**config.mk**
```make
export PLATFORM = sky130hd
export DESIGN_NAME = adc_sample_averager
export DESIGN_NICKNAME = d
export VERILOG_FILES = /design/src/rtl/adc_pkg.sv /design/src/rtl/adc_avg_accum.sv /design/src/rtl/adc_sample_averager.sv
export SDC_FILE = /design/constraint.sdc
export NUM_CORES = 1
export LEC_CHECK = 0
export ABC_CLOCK_PERIOD_IN_PS = 3850
export CORE_MARGIN = 10
export CORE_UTILIZATION = 55
export CTS_CLUSTER_DIAMETER = 150
export DETAILED_ROUTE_END_ITERATION = 16
export GPL_ROUTABILITY_DRIVEN = 0
export PLACE_DENSITY = 0.87
export SETUP_SLACK_MARGIN = 0.2
export SLEW_MARGIN = 20
export SYNTH_ARGS = -nofsm -noshare
export SYNTH_HDL_FRONTEND = slang
export SYNTH_HIERARCHICAL = 1
export SYNTH_SLANG_ARGS = --single-unit
```
**constraint.sdc**
```tcl
create_clock -name i_sclk -period 3.85 [get_ports i_sclk]
set_input_delay 0.385 -clock i_sclk [delete_from_list [all_inputs] [get_ports i_sclk]]
set_output_delay 0.385 -clock i_sclk [all_outputs]
set_load 0.1 [all_outputs]
```
**src/rtl/adc_pkg.sv**
```systemverilog
// Shared definitions for the ADC sample averager: widths, defaults, FSM encoding.
package adc_pkg;

    localparam int unsigned ADC_DATA_W = 16;
    localparam int unsigned ADC_LOG2_N = 3;

    typedef enum logic {
        ST_EMPTY = 1'b0,
        ST_FULL  = 1'b1
    } avg_state_e;

    // Sum of 2^log2_n samples of data_w bits never exceeds data_w+log2_n bits.
    function automatic int unsigned acc_width(input int unsigned data_w, input int unsigned log2_n);
        return data_w + log2_n;
    endfunction

endpackage

```
**src/rtl/adc_avg_accum.sv**
```systemverilog
// Block accumulator: sums 2^LOG2_N samples, produces a round-half-up mean and a
// one-cycle completion pulse in the same cycle the last sample is presented.
module adc_avg_accum
    import adc_pkg::*;
#(
    parameter int unsigned DATA_W = ADC_DATA_W,
    parameter int unsigned LOG2_N = ADC_LOG2_N
) (
    input  logic              i_clk,
    input  logic              i_rst_n,
    input  logic              i_enable,
    input  logic              i_sample_valid,
    input  logic [DATA_W-1:0] i_sample_data,
    output logic [DATA_W-1:0] o_result_c,
    output logic              o_done_c,
    output logic [LOG2_N:0]   o_cnt
);

    localparam int unsigned ACC_W = acc_width(DATA_W, LOG2_N);
    localparam int unsigned CNT_W = LOG2_N + 1;
    localparam int unsigned N     = 1 << LOG2_N;

    logic [ACC_W-1:0] r_acc;
    logic [CNT_W-1:0] r_cnt;
    logic [ACC_W-1:0] w_sum;
    logic             w_last;

    assign w_sum    = r_acc + ACC_W'(i_sample_data);
    assign w_last   = (r_cnt == CNT_W'(N - 1));
    assign o_done_c = i_enable & i_sample_valid & w_last;
    assign o_cnt    = r_cnt;

    // Rounding term N/2 cannot carry out of ACC_W: max sum + N/2 < N * 2^DATA_W.
    generate
        if (LOG2_N == 0) begin : g_passthru
            assign o_result_c = i_sample_data;
        end else begin : g_round
            logic [ACC_W-1:0] w_round;
            assign w_round    = w_sum + ACC_W'(N / 2);
            assign o_result_c = DATA_W'(w_round >> LOG2_N);
        end
    endgenerate

    always_ff @(posedge i_clk or negedge i_rst_n) begin
        if (!i_rst_n) begin
            r_acc <= '0;
            r_cnt <= '0;
        end else if (!i_enable) begin
            r_acc <= '0;
            r_cnt <= '0;
        end else if (i_sample_valid) begin
            if (w_last) begin
                r_acc <= '0;
                r_cnt <= '0;
            end else begin
                r_acc <= w_sum;
                r_cnt <= r_cnt + CNT_W'(1);
            end
        end
    end

endmodule

```
**src/rtl/adc_sample_averager.sv**
```systemverilog
// ADC block averager: accumulates 2^LOG2_N samples and presents the rounded mean
// on a valid/ready port; results completing while the port is stalled are dropped.
module adc_sample_averager
    import adc_pkg::*;
#(
    parameter int unsigned DATA_W = ADC_DATA_W,
    parameter int unsigned LOG2_N = ADC_LOG2_N
) (
    input  logic              i_sclk,
    input  logic              i_rst_n,
    input  logic              i_enable,
    input  logic [DATA_W-1:0] i_sample_data,
    input  logic              i_sample_valid,
    output logic [DATA_W-1:0] o_avg_data,
    output logic              o_avg_valid,
    input  logic              i_avg_ready,
    output logic              o_overrun,
    input  logic              i_overrun_clr,
    output logic [LOG2_N:0]   o_sample_cnt
);

    avg_state_e        r_state;
    avg_state_e        w_state_nxt;
    logic [DATA_W-1:0] w_result;
    logic              w_done;
    logic              w_load;
    logic              w_drop;
    logic [DATA_W-1:0] r_avg_data;
    logic              r_overrun;

    adc_avg_accum #(
        .DATA_W (DATA_W),
        .LOG2_N (LOG2_N)
    ) u_accum (
        .i_clk          (i_sclk),
        .i_rst_n        (i_rst_n),
        .i_enable       (i_enable),
        .i_sample_valid (i_sample_valid),
        .i_sample_data  (i_sample_data),
        .o_result_c     (w_result),
        .o_done_c       (w_done),
        .o_cnt          (o_sample_cnt)
    );

    always_ff @(posedge i_sclk or negedge i_rst_n) begin
        if (!i_rst_n) begin
            r_state <= ST_EMPTY;
        end else begin
            r_state <= w_state_nxt;
        end
    end

    // A completion always leaves the slot full, either loaded or still holding.
    always_comb begin
        w_state_nxt = r_state;
        case (r_state)
            ST_EMPTY: if (w_done)                 w_state_nxt = ST_FULL;
            ST_FULL:  if (i_avg_ready && !w_done) w_state_nxt = ST_EMPTY;
        endcase
    end

    always_comb begin
        w_load = 1'b0;
        w_drop = 1'b0;
        if (w_done) begin
            if ((r_state == ST_EMPTY) || i_avg_ready) begin
                w_load = 1'b1;
            end else begin
                w_drop = 1'b1;
            end
        end
    end

    always_ff @(posedge i_sclk or negedge i_rst_n) begin
        if (!i_rst_n) begin
            r_avg_data <= '0;
        end else if (w_load) begin
            r_avg_data <= w_result;
        end
    end

    // A drop in the same cycle as a clear request keeps the flag set.
    always_ff @(posedge i_sclk or negedge i_rst_n) begin
        if (!i_rst_n) begin
            r_overrun <= 1'b0;
        end else if (w_drop) begin
            r_overrun <= 1'b1;
        end else if (i_overrun_clr) begin
            r_overrun <= 1'b0;
        end
    end

    assign o_avg_data  = r_avg_data;
    assign o_avg_valid = (r_state == ST_FULL);
    assign o_overrun   = r_overrun;

endmodule

```
==> results of run 1 <==
## final cells by class
cell class | instances | area share [%]
tap | 70 | 2.482
clock inverter | 2 | 0.9929
clock buffer | 5 | 1.950
sequential | 41 | 29.08
timing repair buffer | 50 | 13.55
inverter | 5 | 0.5319
multi-input combinational | 222 | 51.42
## worst max-delay path, delay by kind of cell
kind	cells	cell delay (ns)
adder cells (fa/ha/maj)	2	0.68
buffers and inverters	1	0.40
AND/OR/NAND/NOR	2	0.38
multiplexers	1	0.27
XOR/XNOR	2	0.47
AO/OA/AOI/OAI	4	1.04
## per-stage QoR
| stage | utilization, % | setup WS, ns | cell area [µm²] |
|---|---|---|---|
| after global placement | 66.63 | 0.1921 | 3403 |
| after global routing | 69.08 | 0.2552 | 3528 |
| after floorplan | - | 0.7261 | 2900 |
| after CTS | 68.67 | 0.3202 | 3507 |
| final | 69.08 | 0.3965 | 3528 |
| after detailed placement | 66.63 | 0.05758 | 3403 |
## cell usage in the layout, fill, tap and decap left out, drive strengths merged, types with 4 or more instances in the layout
cell	count
o21ai	15
and3	5
clkdlybuf4s50	42
xnor2	22
xor2	9
nand2	24
and2	5
nand3	8
nor3	4
o211ai	4
dfrtp	41
a21oi	15
mux2	16
nor2b	4
a211oi	6
buf	8
a21o	5
nand4	6
inv	5
nor2	10
ha	18
a22o	15
o22ai	5
clkbuf	5
## registers in the layout, indices dropped and copies added (netlist names)
signal and flops:
o_avg_data 16, u_accum/o_cnt 4, o_overrun 1, o_avg_valid 1, u_accum/r_acc 19
## logic make-up after synthesis
logic type,count (synthesis),share of synthesized area (%)
compound gates,79,20.71
xor+xnor,31,9.880
buf+inv,13,2.373
fa+ha+maj,19,8.456
mux,17,7.851
flops,41,35.38
simple gates,76,15.36
## metal layers
metal	up-vias	part of all wire, %
met5	-	0
met4	0	0.95
li1	1124	-
met3	10	9.1
met1	1143	44
met2	95	46
## power by group
group	switching, mW	internal, mW	total, mW
combinational	0.359	0.253	0.612
clock	0.148	0.188	0.337
sequential	0.0194	0.458	0.478
total	0.527	0.900	1.43
## path summary, 6_finish.rpt
path / cells after the start / slack, ns / endpoint
max: 12 / 0.40 / o_avg_data[14]
min: 1 / 0.20 / u_accum/r_acc[4]
max in group asynchronous: 1 / 3.07 / o_avg_data[3]
min in group i_sclk: 2 / 0.50 / u_accum/r_acc[15]
max reg2reg: 11 / 0.51 / o_avg_data[14]
min reg2reg: 2 / 0.50 / u_accum/r_acc[15]
## repair_timing
item	CTS	global route
resized for setup	0	1
endpoints found under the setup margin	0	4
hold buffers	0	0
buffers inserted	0	2
==> results, run 1 <==
- The buffer cell driving the clock tree root is clkbuf_8.
- The count of buffers added on input and output ports is 43.
- After synthesis, the most frequently instantiated cells are 41 x dfrtp_1, 23 x nand2_1, 21 x xnor2_1, 18 x ha_1.
- Summing over every cut layer, the via total after detailed routing is 2372.
- The width of the die is 92.62 µm.
- The total power density per cell area is 404.3 mW/mm².
- The global routing met2 resource utilization is 24.35%.
- The type of destination of the critical path is a flop.
- The post-synthesis register bit count is 41.
- The stage delay of the slowest cell on the critical path is 0.43 ns.
- For the worst setup path, the data arrival time is 3.64 ns.
- The number of cells after detailed placement is 386.
- The initial core utilization is 56.79%.
- The share of post-route cells with drive strength above 1 is 15.38%.
- The highest ir drop seen on vdd is 0.2226 mV.
- The cell count after synthesis came out at 276.
- The hold violation count in the final report is 0.
- The cell type with the largest total area after synthesis is dfrtp_1.
- The post-route clock skew is 0.009241 ns.
- At the later pin of the worst-skew pair, clock insertion delay measures 0.30 ns.
- The first global-routing pass estimated 11250 µm of wire.
- The via count of the first global-routing pass is 2295.
- The final-stage net count is 366.
- TritonCTS built the clock tree.
- The length of the first detailed-routing pass in iterations is 5.
- The number of fill cells in the layout is 394.
- The clock buffer count from CTS is 5.
- The leakage power summed over all cells is 1.579 nW.
- For met3 alone, demand over resource in global routing was 4.923%.
- Global routing finished with a remaining overflow of 0.
- Setup violations remaining at the end of the flow were counted as 0.
- The average wire per cell in the routed design is 17.32 µm.
- Setup repair after global routing left no endpoint under its margin.
- The design draws 1.427 mW.
- The most used routing layer is met2.
- Once detail routing completed, the nets flagged for antenna violations numbered 0.
- The die outline height is 92.62 µm.
- After clock tree synthesis, the clock-pin slew on the worst setup and hold paths is 0.08 ns.
- Data on the critical path is required at its endpoint by 4.04 ns.
- The floorplan has 26 rows.
- In this run the worst path has a maximum fanout of 7.
- The worst hold-check slack is 0.2007 ns.
- The area taken by multi-input logic gates is 0.001814 mm².
- The synthesized design devotes to its leading area cell type 35.38% of total area.
- Sequential elements use 35.38% of the synthesized area.
- The detailed router finished its first iteration with 237 violations.
- The share of flip-flops with an asynchronous set or reset is 100.0%.
- The slowest library cell on the worst path is fa_1.
- The timing-limited maximum frequency is 289.6 MHz.
- For this run, the leading register cell type out of synthesis is dfrtp_1.
- The die area is 0.008578 mm².
- Yosys attributes the largest share of cell area to dfrtp_1 35%, ha_1 7.8%, xnor2_1 6.3%.
- In this run the count of I/O pins placed on the die edge is 44.
- The setup TNS after final layout is 0 ns.
- Compared with the post-synthesis result, the final layout area differs by 21.66%.
- The class of the most critical hold timing path is in -> async.
- The final cycle utilization of the critical path is 89.70%.
- In the routed design, unresolved DRC markers number 0.
- Using the TritonRoute via totals, the vias-per-cell ratio works out to 6.005.
- Walking the worst path, the cells encountered are clkdlybuf4s50_1 > ha_1 > fa_1 > a21o_1 > a221oi_4 > o21ai_2 > xor2_2 > nand4_1 > a31oi_2 > nand4b_1 > xnor2_1 > mux2_4.
- The netlist area before placement is 0.002900 mm².
- The pin count of the biggest net entering global routing is 42.
- Counting I/O delays and the setup requirement, the final critical path takes 3.454 ns.
- In this run the tightest slew margin relative to its limit is 34.03%.
- The number of enable-type register cells in the synthesized netlist is 0.
- The core region is 0.005107 mm².
- The worst setup path category is in -> reg.
- Across the run, the number of max-cap violations was 0.
- The critical path starts at i_sample_data[0].
- The count of inserted antenna diode cells is 0.
- The final cell count without fillers is 395.
- The initial antenna violation count was 0.
- The flow ran to the end, and the final reports show no timing, DRC or antenna violations.
- The number of max-slew violations in the final report is 0.
- For the pin with the worst max-slew slack, the measured transition is 0.9865 ns.
- The post-detailed-placement half-perimeter wirelength is 5113 µm.
- Global routing consumed, on the met1 layer, 21.23% of the routing resources.
- The number of sinks handled by clock tree synthesis is 41.
- The clock passes through at most 2 buffers.
- The number of different library cells in the post-synthesis netlist is 59.
- By instance count, the leading cell after synthesis is dfrtp_1.
- The level count of the clock H-tree is 2.
- The worst setup path is launched from a primary input.
- When the netlist entered floorplanning its net count stood at 317.
- The aggregate global-route resource usage is 15.99%.
- For this run, the number of Yosys warnings is 6.
- The synthesized area per cell is 10.51 µm².
- Summing all flip-flop and latch instances after layout gives 0.001026 mm².
- The total detailed-routing wirelength is 6842 µm.
- The source of the worst register-to-register timing path is u_accum/r_acc[0].
No activity file was read; power rests on OpenSTA's default activity.
==> run 2, diff against run 1 <==
Settings changed: CORE_MARGIN 10 to 2.
==> results, run 2 (synthesis gave the netlist of run 1 again) <==
- The total core area is 0.005107 mm² (unchanged).
- The launch point of the critical path is i_sample_data[0].
- The final cycle utilization of the critical path was 88.33% (-1.4 points).
- The total power density per cell area came to 424.2 mW/mm² (+4.9%).
- The minimum clock period is 3.401 ns (-0.05298 ns).
- The most frequent standard cell in the layout excluding fill and tap cells is clkdlybuf4s50_1.
- The total global routing overflow came to 0 (unchanged).
- The clock network fraction of total power is 27.2% (+3.6 points).
- The worst setup path is of the in -> reg kind.
- The pin count of the biggest net entering global routing is 42 (unchanged).
- The library cells used most frequently in the layout, excluding fill and tap cells, are 42 x clkdlybuf4s50_1, 41 x dfrtp_1, 23 x nand2_1, 21 x xnor2_1, 18 x ha_1.
- The combinational group share of total power is 41.1% (-1.8 points).
- The critical path goes through clkdlybuf4s50_1 > ha_1 > fa_1 > a21o_1 > a221oi_4 > xnor2_1 > and4_1 > nand4_4 > a2111oi_4 > o21ai_2 > xnor2_1 > mux2_2.
- The minimum setup slack after placement is 0.1092 ns (+0.05161 ns).
- The count of inserted antenna diode cells was 0 (unchanged).
- The aggregate global-route resource usage is 23.27% (+7.3 points).
- The average wire per cell in the routed design is 16.72 µm (-3.5%).
- The tree is rooted in a clkbuf_8.
- The number of rows in the core area is 26 (unchanged).
- The share of post-route cells with drive strength above 1 was 15.34% (-0.047 points).
- The first-iteration detailed-routing DRC count came to 175 (-26%).
- The worst register-to-register path begins at u_accum/r_acc[0].
- The timing-limited maximum frequency is 294.1 MHz (+1.6%).
- The slowest stage of the critical path belongs to the cell clkdlybuf4s50_1.
- The initial antenna violation count is 0 (unchanged).
- The clock latency on the worst-skew pair is 0.29 ns (about the same).
- The number of max-slew violations in the final report is 0 (unchanged).
- The switching part of the total was 35.86% (-1.1 points).
- The max-slew headroom at the worst pin is 34.66% (+0.63 points).
- The width of the die is 76.62 µm (-17%).
- The length of the first detailed-routing pass in iterations is 4 (-1).
- The cell area after layout is 0.003556 mm² (+0.78%).
- The number of sinks handled by clock tree synthesis is 41 (unchanged).
- The slew of the pin with the lowest slew margin is 0.9770 ns (-0.009477 ns).
- The final-stage net count was 366 (unchanged).
- The category of the worst setup path launch point is a primary input.
- The level count of the clock H-tree is 2 (unchanged).
- The highest ir drop seen on vdd is 0.2212 mV (-0.62%).
- The final cell count without fillers is 396 (+0.25%).
- The highest fanout seen on the critical path is 5 (-2).
- The power spent charging and discharging nets came to 0.5408 mW (+2.7%).
- Setup repair after global routing left no endpoint under its margin.
- The total detailed-routing wirelength is 6621 µm (-3.2%).
- The clock buffer count from CTS was 5 (unchanged).
- The clock tree from TritonCTS is yes.
- The post-synthesis to final-layout area growth is 22.61%.
- The count of boundary I/O pins was 44 (unchanged).
- The CTS clock-pin slew for the worst setup and hold paths is 0.09 ns (about the same).
- The type of destination of the critical path is a flop.
- The die outline height came to 76.62 µm (-17%).
- The setup TNS after final layout was 0 ns (unchanged).
- The count of maximum capacitance violations was 0 (unchanged).
- The via count of the first global-routing pass is 2316 (+0.92%).
- The cell internal power dissipation is 0.9675 mW (+7.5%).
- The stage delay of the slowest cell on the critical path is 0.41 ns (-0.02 ns).
- The initial core utilization is 56.79% (unchanged).
- The number of flip-flops in the largest register was 19 (unchanged).
- The number of vias in the routed layout is 2376 (+0.17%).
- The routed via count divided by cell count is 6.000 (about the same).
- The total placed instance area is 0.003408 mm² (+0.15%).
- The count of nets left with antenna violations after detail routing is 0 (unchanged).
- The power share of the sequential group is 31.7% (-1.8 points).
- Among the stages of the critical path, the cell type that occurs most often is xnor2_1.
- The post-detailed-route DRC marker count came to 0 (unchanged).
- The number of buffers between clock root and the deepest sink is 2 (unchanged).
- The number of buffers added on ports is 43 (unchanged).
- The data arrival time of the critical path came to 3.58 ns (-0.06 ns).
- The post-detailed-placement half-perimeter wirelength is 4760 µm (-6.9%).
- The die area is 0.005870 mm² (-32%).
- The leakage power summed over all cells came to 1.593 nW (+0.88%).
- The setup violation total in the final timing report is 0 (unchanged).
- The register with the most flip-flops in the final layout is u_accum/r_acc.
- The worst path required time is 4.03 ns (about the same).
- The first-pass GRT wire length came to 10970 µm (-2.5%).
- The total power of the final layout came to 1.508 mW (+5.7%).
- The worst setup margin is 0.4494 ns (+0.05298 ns).
- The class of the most critical hold timing path is in -> async.
- The hold violation count in the final report is 0 (unchanged).
- The post-route clock skew is 0.008728 ns (-0.0005133 ns).
- The run finished with clean final reports.
- The number of cells after detailed placement came to 387 (+0.26%).
-- run 2: changes by cell type in the layout (fill, tap and decap cells not counted), sizes merged --
cell    before  now
bufinv       1    2
-- run 2: critical path: cells and delay by family --
family | cells | cell delay (ns)
AND/OR/NAND/NOR | 2 | 0.48
multiplexers | 1 | 0.26
AO/OA/AOI/OAI | 4 | 1.02
buffers and inverters | 1 | 0.41
adder cells (fa/ha/maj) | 2 | 0.65
XOR/XNOR | 2 | 0.37
-- run 2: power by group through the flow --
stage | combinational (mW) | sequential (mW) | clock [mW]
6_report | 0.620 | 0.478 | 0.411
2_1_floorplan | 0.417 | 0.500 | 0
3_3_place_gp | 0.577 | 0.484 | 0
4_1_cts | 0.606 | 0.477 | 0.421
3_5_place_dp | 0.596 | 0.486 | 0
5_1_grt | 0.674 | 0.481 | 0.438
-- run 2: layout make-up --
class	instances	area (µm²)
clock buffers	5	68.82
clock inverters	3	65.06
fillers	387	1551
inverters	5	18.77
multi-input cells	222	1812
flip-flops and latches	41	1026
well taps	70	87.58
repair buffers	50	478.0
-- run 2: path summary, 6_finish.rpt --
check                                    endpoint  slack, ns  depth (start not counted)
worst max register to register     o_avg_data[15]       0.58                         11
worst min-delay path             u_accum/r_acc[4]       0.22                          1
min in group i_sclk             u_accum/r_acc[15]       0.50                          2
max in group asynchronous          o_avg_data[12]       3.05                          1
worst min register to register  u_accum/r_acc[15]       0.50                          2
worst max-delay path               o_avg_data[15]       0.45                         12
-- run 2: metrics by stage --
stage               hold WS (ns)  utilization [%]
finish                    0.2247            69.62
global route              0.2818            69.62
CTS                       0.2498            69.35
detailed placement        0.4880            66.73
global placement          0.4763            66.73
floorplan                0.08941                -
-- run 2: layer usage --
metal	up-vias	global-route usage (%)	part of all wire, %
met5	-	0	0
met4	0	7.818	2.6
met3	20	3.673	4.9
met2	89	37.79	47
met1	1142	31.85	46
li1	1125	-	-
-- run 2: what timing repair did --
item | 4_1_cts | 5_1_grt
setup endpoints to repair | 0 | 3
buffers inserted | 0 | 1
hold buffers | 0 | 0
resized for setup | 0 | 1
